### config.mk
export PLATFORM = sky130hd
export DESIGN_NAME = av2_bitstream_feeder
export DESIGN_NICKNAME = d
export VERILOG_FILES = /design/src/rtl/av2_bitstream_feeder.sv
export SDC_FILE = /design/constraint.sdc
export NUM_CORES = 1
export LEC_CHECK = 0
export BUFFER_PORTS_ARGS = -buffer_cell sky130_fd_sc_hd__buf_2
export CORE_MARGIN = 1
export CORE_UTILIZATION = 33
export CTS_CLUSTER_SIZE = 12
export DETAILED_ROUTE_END_ITERATION = 8
export GPL_ROUTABILITY_DRIVEN = 1
export HOLD_SLACK_MARGIN = 0.02
export SYNTH_ARGS = -nofsm -noshare
export SYNTH_HDL_FRONTEND = slang
export SYNTH_SLANG_ARGS = --single-unit
### constraint.sdc
create_clock -name clk -period 14.3 [get_ports clk]
set_input_delay 0.715 -clock clk [delete_from_list [all_inputs] [get_ports clk]]
set_output_delay 0.715 -clock clk [all_outputs]
set_load 0.05 [all_outputs]
### src/rtl/av2_bitstream_feeder.sv
// Purpose : packs 32-bit host bitstream words MSB-first into 128-bit words for the AV2 decoder.
// Latency : a completing input word accepted at cycle N is visible on bitstream_data at N+1 (empty FIFO).
// Backpressure: bitstream_ready low fills a FIFO_DEPTH-entry FIFO; when it is full, in_ready drops.
//
// Ports (av2_bitstream_feeder):
//   clk, rst_n                          clock, synchronous active-low reset
//   start                               begin a new tile stream (aborts any stream in progress)
//   in_data/in_valid/in_last/in_ready   32-bit host word handshake; in_last marks the tile's final word
//   bitstream_data/_valid/_ready        128-bit packed word handshake towards the decoder
//   busy, done, word_count              status: streaming/draining, end-of-tile pulse, words delivered
// Build option: define AV2_FEEDER_BYTESWAP_EN to byte-reverse every accepted in_data before packing.

// Purpose : generic show-ahead FIFO with a synchronous clear.
// Latency : a pushed entry appears at head_dat one cycle after the push.
// Backpressure: a push while full is dropped (a same-cycle pop does not make room).
module av2_feeder_fifo #(
  parameter int W     = 128,
  parameter int DEPTH = 4
) (
  input  logic         clk,
  input  logic         rst_n,
  input  logic         clr,
  input  logic         push,
  input  logic [W-1:0] push_dat,
  input  logic         pop,
  output logic [W-1:0] head_dat,
  output logic         empty,
  output logic         full,
  output logic         one_left
);
  localparam int AW = $clog2(DEPTH);
  localparam int CW = AW + 1;

  logic [W-1:0]  mem [DEPTH];
  logic [AW-1:0] wr_ptr;
  logic [AW-1:0] rd_ptr;
  logic [CW-1:0] count;
  logic          do_push;
  logic          do_pop;

  assign empty    = (count == '0);
  assign full     = (count == CW'(DEPTH));
  assign one_left = (count == CW'(1));
  assign do_push  = push && !full;
  assign do_pop   = pop && !empty;
  assign head_dat = mem[rd_ptr];

  always_ff @(posedge clk) begin
    if (!rst_n || clr) begin
      wr_ptr <= '0;
      rd_ptr <= '0;
      count  <= '0;
    end else begin
      // DEPTH is a power of two, so the pointers wrap on their own.
      if (do_push) wr_ptr <= wr_ptr + 1'b1;
      if (do_pop)  rd_ptr <= rd_ptr + 1'b1;
      case ({do_push, do_pop})
        2'b10:   count <= count + 1'b1;
        2'b01:   count <= count - 1'b1;
        default: count <= count;
      endcase
    end
  end

  // Storage needs no reset: the head is only looked at while the FIFO is non-empty.
  always_ff @(posedge clk) begin
    if (do_push) mem[wr_ptr] <= push_dat;
  end
endmodule

// Purpose : AV2 bitstream feeder (4x32 -> 128 packer + packed-word FIFO + tile control FSM).
// Latency : 1 cycle from completing input accept to bitstream_valid when the FIFO is empty.
// Backpressure: decoder stalls are absorbed by the FIFO; in_ready is low while it is full.
module av2_bitstream_feeder #(
  parameter int FIFO_DEPTH = 4
) (
  input  logic         clk,
  input  logic         rst_n,
  input  logic         start,
  input  logic [31:0]  in_data,
  input  logic         in_valid,
  input  logic         in_last,
  output logic         in_ready,
  output logic [127:0] bitstream_data,
  output logic         bitstream_valid,
  input  logic         bitstream_ready,
  output logic         busy,
  output logic         done,
  output logic [15:0]  word_count
);
  typedef enum logic [1:0] {
    IDLE   = 2'd0,
    STREAM = 2'd1,
    DRAIN  = 2'd2
  } state_t;

  state_t       state;
  logic [1:0]   cnt;
  logic [31:0]  lane0;
  logic [31:0]  lane1;
  logic [31:0]  lane2;
  logic [31:0]  word_in;
  logic [127:0] pack_dat;
  logic [127:0] head_dat;
  logic         fifo_empty;
  logic         fifo_full;
  logic         fifo_one_left;
  logic         accept;
  logic         push;
  logic         pop;
  logic         final_pop;

`ifdef AV2_FEEDER_BYTESWAP_EN
  // Little-endian host words are reversed into bitstream byte order.
  assign word_in = {in_data[7:0], in_data[15:8], in_data[23:16], in_data[31:24]};
`else
  assign word_in = in_data;
`endif

  // fifo_full is the registered flag, so a pop in the same cycle never opens a slot early.
  assign in_ready        = (state == STREAM) && !fifo_full && !start;
  assign accept          = in_valid && in_ready;
  assign push            = accept && ((cnt == 2'd3) || in_last);
  assign bitstream_valid = !fifo_empty;
  assign bitstream_data  = fifo_empty ? '0 : head_dat;
  assign pop             = bitstream_valid && bitstream_ready;
  // Nothing is pushed in DRAIN, so popping the only entry there ends the tile.
  assign final_pop       = (state == DRAIN) && pop && fifo_one_left;
  assign busy            = (state != IDLE);

  // First word of a packed word lands in [127:96]; lanes below the completing word are zero.
  always_comb begin
    pack_dat = '0;
    case (cnt)
      2'd0:    pack_dat = {word_in, 96'd0};
      2'd1:    pack_dat = {lane0, word_in, 64'd0};
      2'd2:    pack_dat = {lane0, lane1, word_in, 32'd0};
      default: pack_dat = {lane0, lane1, lane2, word_in};
    endcase
  end

  av2_feeder_fifo #(
    .W     (128),
    .DEPTH (FIFO_DEPTH)
  ) u_fifo (
    .clk      (clk),
    .rst_n    (rst_n),
    .clr      (start),
    .push     (push),
    .push_dat (pack_dat),
    .pop      (pop),
    .head_dat (head_dat),
    .empty    (fifo_empty),
    .full     (fifo_full),
    .one_left (fifo_one_left)
  );

  always_ff @(posedge clk) begin
    if (!rst_n) begin
      state      <= IDLE;
      cnt        <= 2'd0;
      lane0      <= '0;
      lane1      <= '0;
      lane2      <= '0;
      done       <= 1'b0;
      word_count <= '0;
    end else if (start) begin
      // Abort: partial lanes are simply forgotten by resetting cnt.
      state      <= STREAM;
      cnt        <= 2'd0;
      done       <= 1'b0;
      word_count <= '0;
    end else begin
      done <= 1'b0;

      if (pop && (word_count != 16'hFFFF)) word_count <= word_count + 16'd1;

      case (state)
        STREAM: if (accept && in_last) state <= DRAIN;
        DRAIN: begin
          if (final_pop) begin
            state <= IDLE;
            done  <= 1'b1;
          end
        end
        default: state <= state;
      endcase

      if (accept) begin
        if (push) begin
          cnt <= 2'd0;
        end else begin
          case (cnt)
            2'd0:    lane0 <= word_in;
            2'd1:    lane1 <= word_in;
            default: lane2 <= word_in;
          endcase
          cnt <= cnt + 2'd1;
        end
      end
    end
  end
endmodule

==> impl_metrics.py, run 1 <==
metrics = {
    "final_layout": {
        "finish.utilization": 0.387,
        "final-instance-count-excl-fill": 2834,
        "share_of_cells_above_drive_strength_1": 0.245,
        "finish.instance_area_sq_um": 29400,
        "n_fill_cell": 7044,
        "nNetsFinal": 1800,
        "area_growth_syn_to_layout_pct": 16.0,
    },
    "yosys": {
        "yosys.cell_count.top_type": "edfxtp_1",
        "synth-warning-count": 0,
        "asyncSetResetFlopFracSynth": 0,
        "post_synth_inst_count": 1585,
        "post_synth.cell_area_avg_sq_um": 16.0,
        "synth_top_area_cell": "edfxtp_1",
        "yosys-top-cells-count": "edfxtp_1, and2_1, o21ai_0",
        "synth-edff-count": 512,
        "synth_seq_cells": 638,
        "netlist-cell-type-count": 42,
        "netlist_top_cells_area": "edfxtp_1, mux4_2, dfxtp_1, and2_1, o21ai_0",
        "ys.flop_type": "edfxtp_1",
        "synthesis.nets": 1638,
        "syn-cell-area_sq_um": 25400,
        "synth_top_area_frac": 0.606,
        "synth.yosys.seq_area_share": 0.706,
    },
    "routing": {
        "route.detailed.vias_per_inst": 5.05,
        "route.detailed.drc": 0,
        "wl_per_cell_um": 22.0,
        "postRouteAntennaNets": 0,
        "drt_first_iter_violations": 1115,
        "detail_route.first_pass.iterations": 5,
        "detailroute.via_count": 14300,
        "postRouteWirelength_um": 62400,
    },
    "sta": {
        "timing.slew.headroom": 0.227,
        "timing.final.setup_violations": 0,
        "finalHoldViolations": 0,
        "least_margin_pin_slew_ps": 1160,
        "maxSlewViolCount": 0,
        "period_minus_slack_ps": 4270,
        "skew_ps": 20.2,
        "grt_setup_unrepaired": "no",
        "fin_worst_hold_slack_ps": 402,
        "layout_worst_path_cycle_share": 0.298,
        "timing.setup.tns_ps": 0,
        "post_route_setup_slack_ps": 10030,
        "max_freq_mhz": 234,
    },
    "place": {
        "dpl.cell_count": 2706,
        "placed_area_sq_um": 27300,
        "dp_hpwl_um": 38900,
        "pre_cts_slack_ps": 10010,
        "gpl.final_weighted_congestion": 0.750,
        "placement.io_buffers": 185,
    },
    "global_routing": {
        "globalRoute.totalOverflow": 0,
        "grt_start_max_net_pins": 97,
        "track_usage": 0.160,
        "first_global_vias": 14300,
        "first_pass_grt_wire_length_um": 92700,
        "number_of_antenna_violations_at_the_first_check_in_global_routing": 3,
    },
    "cts": {
        "worst_skew_pair.late_latency_ps": 600,
        "cts.clk_slew.worst_paths_ps": 60,
        "cts_buffer_depth": 3,
        "cts-resized-gates": 0,
        "number_of_clock_sinks": 638,
        "numCtsBuffers": 69,
        "tritoncts": "built",
        "holdBufCountCts": 0,
        "cts.htree.levels": 3,
        "cts-root-buf": "clkbuf_16",
        "post_cts.repair.setup_buffers": 0,
    },
    "power": {
        "powerDensity_nw_per_um2": 128,
        "p_total_mw": 3.78,
        "ir_worst_vdd_v": 0.0000725,
        "static-leakage-power_nw": 9.38,
    },
    "critical_path": {
        "critical_path.endpoint_type": "primary output",
        "path_class": "flip-flop to primary output",
        "setup.worst_path.start_class": "flip-flop",
        "worst_ep_required_time_ps": 13590,
        "crit_path_max_fanout": 70,
        "timing.critical_path.arrival_ps": 3550,
    },
    "floorplanning": {
        "design.portCount": 186,
        "die_area_sq_um": 78000,
        "effective_utilization_at_floorplan": 0.334,
        "placement_rows": 101,
        "chipHeight_um": 279,
        "chipWidth_um": 279,
        "core_area_sq_um": 75900,
    },
    "flow_run": {
        "timing.max_cap.violations": 0,
    },
    "status": {
        "outcome": "completed",
    },
    "min_path": {
        "timing.hold.worst.class": "primary input to flip-flop",
    },
}
==> worst max-delay path: stages, from the launching register on <==
cell and delay [ps]:
dfxtp_4 1010, buf_4 840, mux4_2 370, and2_1 300
buf_2 320
==> metal layers <==
layer | part of all wire | wire length (um) | global-route usage | vias up
met2 | 0.51 | 31800 | 0.276 | 441
met3 | 0.058 | 3630 | 0.0286 | 91
met5 | 0 | 0 | 0 | -
met4 | 0.027 | 1670 | 0.0492 | 0
li1 | - | - | - | 6441
met1 | 0.41 | 25300 | 0.203 | 7340
==> cell usage in the layout, fill, tap and decap left out, drive strengths merged, types with 3 or more instances in the layout <==
cell    Yosys  routed
mux2i      10      10
a211oi      6       6
nand2b      9       9
o21ai     133     133
edfxtp    512     512
a21oi      11      11
ha         15      15
or4         4       4
nor3        3       3
a22o       64      64
nand4       9       9
and4        3       3
inv        10      15
nand3     104     104
and2      166     166
nor2       10      10
nor2b       3       3
xor2        4       4
nand2     114     114
or3         3       3
clkinv      0      14
mux4      128     128
buf        29     205
diode       0       5
clkbuf     85     102
or2         3       3
o31ai       4       4
and3        3       3
dfxtp     126     126
==> report_power, final <==
group / total [mW] / switching [mW] / internal (mW)
Clock: 1.66 / 0.695 / 0.966
Combinational: 0.123 / 0.0918 / 0.0311
Sequential: 2.00 / 0.00289 / 1.99
==> cells by family after synthesis <==
kind of cell             count (synthesis)  synth area share
multiplexers                           138             0.118
XOR/XNOR                                 6           0.00207
adder cells (fa/ha/maj)                 15           0.00740
buffers and inverters                  124            0.0191
AND/OR/NAND/NOR                        439            0.0922
AO/OA/AOI/OAI                          225            0.0560
flip-flops                             638             0.706
==> final cells by class <==
type | instances | area (sq um) | area share
multi-input combinational | 823 | 7010 | 0.238
antenna | 5 | 12.5 | 0.000425
sequential | 638 | 17900 | 0.609
timing repair buffer | 205 | 1080 | 0.0367
tap | 1030 | 1290 | 0.0438
clock inverter | 21 | 178 | 0.00604
inverter | 10 | 37.5 | 0.00128
clock buffer | 102 | 1910 | 0.0651
==> registers in the layout, indices dropped and copies added (netlist names), 3 cells and up, named ones only <==
name	flops
u_fifo.mem	512
lane0	32
lane1	32
lane2	32
word_count	16
u_fifo.count	3
==> path summary, 6_finish.rpt <==
| path | from | to | slack (ps) | cells past startpoint |
|---|---|---|---|---|
| worst max register to register | u_fifo.count[0] | u_fifo.mem[1][75] | 10130 | 8 |
| worst max-delay path | flip-flop | bitstream_data[51] | 10030 | 4 |
| worst min register to register | lane1[28] | lane1[28] | 470 | 2 |
| worst min-delay path | in_last | state[0] | 400 | 2 |
(Power assumes the default switching activity.)
==> run 2, diff against run 1 <==
Clock period 14.3 ns to 4.1 ns, I/O delays scaled along.
==> run 2 against run 1 <==
- design area grew 1.8%
- worst setup slack got worse by 9000 ps
- register-to-register slack worse by 9100 ps
- core utilization rose by 0.69 points
- critical path depth rose by 2
- largest cell class unchanged
- critical path type unchanged
==> impl_metrics.py, run 2 (synthesis gave the netlist of run 1 again) <==
metrics = {
    "power": {
        "portion_of_total_power_attributed_to_the_clock_network": 0.438,
        "comb_power_share": 0.035,
        "power.switching_fraction": 0.211,
        "p_switching_mw": 2.79,
        "power.share.sequential": 0.528,
        "internal-power_mw": 10.4,
        "powerDensity_nw_per_um2": 441,
        "ir_worst_vdd_v": 0.000263,
        "static-leakage-power_nw": 9.58,
        "p_total_mw": 13.2,
    },
    "routing": {
        "detail_route.first_pass.iterations": 5,
        "postRouteAntennaNets": 0,
        "route.detailed.vias_per_inst": 5.06,
        "drt_first_iter_violations": 1114,
        "postRouteWirelength_um": 64900,
        "detailroute.via_count": 14500,
        "route.detailed.drc": 0,
        "wl_per_cell_um": 22.6,
    },
    "cts": {
        "cts-resized-gates": 0,
        "post_cts.repair.setup_buffers": 0,
        "tritoncts": "built",
        "holdBufCountCts": 25,
        "numCtsBuffers": 69,
        "number_of_clock_sinks": 638,
        "worst_skew_pair.late_latency_ps": 600,
        "cts_buffer_depth": 3,
        "cts.htree.levels": 3,
        "cts-root-buf": "clkbuf_16",
        "cts.clk_slew.worst_paths_ps": 60,
    },
    "sta": {
        "timing.setup.tns_ps": 0,
        "max_freq_mhz": 321,
        "period_minus_slack_ps": 3110,
        "skew_ps": 19.5,
        "grt_setup_unrepaired": "no",
        "finalHoldViolations": 0,
        "least_margin_pin_slew_ps": 930,
        "post_route_setup_slack_ps": 988,
        "timing.final.setup_violations": 0,
        "layout_worst_path_cycle_share": 0.759,
        "maxSlewViolCount": 0,
        "timing.slew.headroom": 0.380,
    },
    "final_layout": {
        "n_fill_cell": 6992,
        "mostFrequentLayoutCell": "edfxtp_1",
        "largest_register_ffs": 512,
        "final-instance-count-excl-fill": 2872,
        "largest_register": "u_fifo.mem",
        "share_of_cells_above_drive_strength_1": 0.247,
        "finish.instance_area_sq_um": 29900,
        "layout_common_cells": "edfxtp_1, buf_2, and2_1",
        "nNetsFinal": 1840,
        "area_growth_syn_to_layout_pct": 18.0,
    },
    "critical_path": {
        "critical_path.endpoint_type": "primary output",
        "setup.worst_path.start_class": "flip-flop",
        "crit_path_max_fanout": 65,
        "timing.critical_path.arrival_ps": 2910,
        "timing.reg2reg.worst_path_depth": 7,
        "path_class": "flip-flop to primary output",
        "worst_ep_required_time_ps": 3890,
        "reg2reg_setup_slack_ps": 1070,
    },
    "global_routing": {
        "track_usage": 0.167,
        "first_global_vias": 14900,
        "grt_start_max_net_pins": 65,
        "number_of_antenna_violations_at_the_first_check_in_global_routing": 6,
        "first_pass_grt_wire_length_um": 96500,
        "globalRoute.totalOverflow": 0,
    },
    "floorplanning": {
        "effective_utilization_at_floorplan": 0.334,
        "chipWidth_um": 279,
        "die_area_sq_um": 78000,
        "placement_rows": 101,
        "chipHeight_um": 279,
        "design.portCount": 186,
        "core_area_sq_um": 75900,
    },
    "place": {
        "dpl.cell_count": 2721,
        "pre_cts_slack_ps": 1080,
        "gpl.final_weighted_congestion": 0.758,
        "placed_area_sq_um": 27600,
        "dp_hpwl_um": 42300,
        "placement.io_buffers": 185,
    },
    "status": {
        "outcome": "completed",
    },
    "min_path": {
        "timing.hold.worst_path_depth": 3,
        "timing.hold.worst.class": "primary input to flip-flop",
    },
    "flow_run": {
        "timing.max_cap.violations": 0,
    },
}
run 2: changes by cell type in the layout (fill, tap and decap cells not counted), sizes merged:
cell | previous run | this run
dlygate4sd3 | 0 | 25
diode | 5 | 2
clkinvlp | 0 | 2
inv | 15 | 14
clkbuf | 102 | 103
buf | 205 | 220
bufinv | 2 | 1
run 2: layout make-up:
| cell class | instances | area [sq um] | share of cell area |
|---|---|---|---|
| flip-flops and latches | 638 | 17900 | 0.598 |
| multi-input cells | 823 | 7010 | 0.234 |
| clock buffers | 103 | 1930 | 0.0643 |
| repair buffers | 245 | 1620 | 0.0540 |
| well taps | 1030 | 1290 | 0.0430 |
| clock inverters | 21 | 156 | 0.00522 |
| inverters | 10 | 37.5 | 0.00125 |
| diodes | 2 | 5.00 | 0.000167 |
run 2: final timing paths:
kind                                      start                 end
worst min-delay path                 in_data[8]            lane0[8]
worst min register to register        lane0[21]           lane0[21]
worst max-delay path            u_fifo.count[0]  bitstream_data[81]
worst max register to register  u_fifo.count[0]  u_fifo.mem[2][113]
run 2: critical path: stages (launching register included):
cell	delay (ps)
dfxtp_1	410
inv_1	100
ha_1	260
nand2b_4	590
buf_4	420
and2_1	220
buf_2	280
run 2: power groups by stage:
stage          logic [mW]  registers [mW]  clock network, mW
6_report            0.456            6.96               5.78
3_3_place_gp        0.437            7.10                  0
2_1_floorplan       0.270            7.10                  0
5_1_grt             0.483            6.96               6.14
3_5_place_dp        0.443            7.10                  0
4_1_cts             0.465            6.96               5.89
run 2: stage by stage:
step | utilization | hold slack [ps]
final | 0.394 | 49.2
after global routing | 0.394 | 44.4
after CTS | 0.394 | 21.5
after detailed placement | 0.363 | 463
after global placement | 0.363 | 453
after floorplan | - | 295
run 2: layer usage:
metal  vias up  track usage  wire [um]
met3        77       0.0254       3380
li1       6535            -          -
met2       430        0.288      33300
met4         2       0.0451       1080
met5         -            0          8
met1      7502        0.216      27100
==> run 3, diff against run 2 <==
Clock period 4.1 ns to 2.9 ns, I/O delays scaled along.
==> run 3 against run 2 <==
- clock-buffer cell count increased by 3
- final cell count increased by 0.45%
- clock skew increased by 0.88 ps
- die area unchanged
- worst hold slack about the same
- highest routed layer unchanged
- sequential share of layout area decreased by 0.52 points
- worst setup slack got worse by 790 ps
- register-to-register slack got worse by 840 ps
- clock power increased by 45%
- critical endpoint is now bitstream_data[109]
- sequential cell count unchanged
==> impl_metrics.py, run 3 (synthesis gave the netlist of run 1 again) <==
metrics = {
    "critical_path": {
        "crit_path_max_fanout": 33,
        "critical_path.reg2reg.startpoint": "u_fifo.count[0]",
        "setup.worst_path.start_class": "flip-flop",
        "timing.critical_path.arrival_ps": 2560,
        "path_class": "flip-flop to primary output",
        "reg2reg_setup_slack_ps": 230,
        "worst_ep_required_time_ps": 2760,
        "timing.reg2reg.worst_path_depth": 9,
        "regToRegEndpoint": "u_fifo.count[2]",
        "critical_path.endpoint_type": "primary output",
    },
    "final_layout": {
        "nNetsFinal": 1856,
        "largest_register": "u_fifo.mem",
        "final-instance-count-excl-fill": 2885,
        "n_fill_cell": 6977,
        "finish.utilization": 0.398,
        "area_growth_syn_to_layout_pct": 19.1,
        "layout_common_cells": "edfxtp_1, buf_2, and2_1",
        "largest_register_ffs": 512,
        "share_of_cells_above_drive_strength_1": 0.249,
        "finish.instance_area_sq_um": 30200,
        "mostFrequentLayoutCell": "edfxtp_1",
    },
    "cts": {
        "cts.clk_slew.worst_paths_ps": 60,
        "post_cts.repair.setup_buffers": 0,
        "cts_buffer_depth": 3,
        "tritoncts": "built",
        "worst_skew_pair.late_latency_ps": 600,
        "cts-root-buf": "clkbuf_16",
        "number_of_clock_sinks": 638,
        "numCtsBuffers": 69,
        "cts.htree.levels": 3,
    },
    "floorplanning": {
        "design.portCount": 186,
        "chipHeight_um": 279,
        "chipWidth_um": 279,
        "die_area_sq_um": 78000,
        "core_area_sq_um": 75900,
        "placement_rows": 101,
        "effective_utilization_at_floorplan": 0.334,
    },
    "power": {
        "power.switching_fraction": 0.210,
        "comb_power_share": 0.036,
        "p_total_mw": 18.9,
        "ir_worst_vdd_v": 0.000371,
        "power.share.sequential": 0.521,
        "internal-power_mw": 14.9,
        "powerDensity_nw_per_um2": 626,
        "p_switching_mw": 3.97,
        "static-leakage-power_nw": 9.70,
        "portion_of_total_power_attributed_to_the_clock_network": 0.444,
    },
    "place": {
        "placed_area_sq_um": 27700,
        "dp_hpwl_um": 41500,
        "placement.io_buffers": 185,
        "gpl.final_weighted_congestion": 0.775,
        "dpl.cell_count": 2728,
    },
    "flow_run": {
        "timing.max_cap.violations": 0,
    },
    "global_routing": {
        "first_global_vias": 14900,
        "number_of_antenna_violations_at_the_first_check_in_global_routing": 10,
        "track_usage": 0.164,
        "globalRoute.totalOverflow": 0,
        "grt_start_max_net_pins": 76,
        "first_pass_grt_wire_length_um": 95000,
    },
    "min_path": {
        "timing.hold.worst_path_depth": 3,
        "hold-path-endpoint": "lane0[17]",
        "hold_path_startpoint": "in_data[17]",
        "timing.hold.worst.class": "primary input to flip-flop",
    },
    "routing": {
        "detailroute.via_count": 14700,
        "route.detailed.drc": 0,
        "wl_per_cell_um": 22.2,
        "postRouteWirelength_um": 64200,
        "postRouteAntennaNets": 0,
        "detail_route.first_pass.iterations": 5,
        "route.detailed.vias_per_inst": 5.08,
        "drt_first_iter_violations": 1348,
    },
    "sta": {
        "period_minus_slack_ps": 2700,
        "least_margin_pin_slew_ps": 782,
        "timing.setup.tns_ps": 0,
        "layout_worst_path_cycle_share": 0.931,
        "grt_setup_unrepaired": "no",
        "timing.final.setup_violations": 0,
        "max_freq_mhz": 370,
        "maxSlewViolCount": 0,
        "finalHoldViolations": 0,
        "skew_ps": 20.4,
        "timing.slew.headroom": 0.479,
    },
    "status": {
        "outcome": "completed",
    },
}
run 3: cell type report:
| type | instances | area (sq um) | share of cell area |
|---|---|---|---|
| clock inverter | 16 | 158 | 0.00522 |
| tap | 1030 | 1290 | 0.0427 |
| inverter | 10 | 37.5 | 0.00124 |
| multi-input combinational | 823 | 7010 | 0.232 |
| sequential | 638 | 17900 | 0.593 |
| antenna | 1 | 2.50 | 0.0000829 |
| clock buffer | 106 | 1980 | 0.0656 |
| timing repair buffer | 261 | 1820 | 0.0603 |
run 3: how the worst max path moves through the flow:
stage	end	slack [ps]	depth (start not counted)
after detailed placement	u_fifo.count[2]	270	9
after CTS	bitstream_data[50]	110	6
after global routing	bitstream_data[109]	50	5
after floorplan	u_fifo.mem[0][0]	-620	7
final	bitstream_data[109]	200	5
after global placement	u_fifo.count[2]	310	9
run 3: timing repair:
action | in CTS | in global routing
hold endpoints to repair | 106 | 0
hold buffers | 34 | 0
resized for setup | 0 | 1
setup endpoints to repair | 0 | 1
run 3: metal layers:
layer | wire, um | GRT usage
met3 | 3640 | 0.0338
met2 | 32500 | 0.281
met1 | 26600 | 0.211
met5 | 64 | 0
met4 | 1270 | 0.0455
run 3: power by group through the flow:
stage	logic, mW	clock network (mW)	registers, mW
global placement	0.639	0	10.0
finish	0.675	8.38	9.84
CTS	0.686	8.56	9.84
floorplan	0.381	0	10.0
detailed placement	0.645	0	10.0
global route	0.716	8.87	9.84
run 3: per-stage QoR:
step                setup WS (ps)  hold WS (ps)
finish                        199          48.9
global route                 52.9          25.8
CTS                           106          21.9
detailed placement            272           438
global placement              309           420
floorplan                    -621           235
run 3: worst max-delay path, stage by stage, from the launching register on:
cell and delay [ps]:
dfxtp_4 420, buf_12 300, buf_4 290, mux4_2 540, and2_1 170, buf_2 200
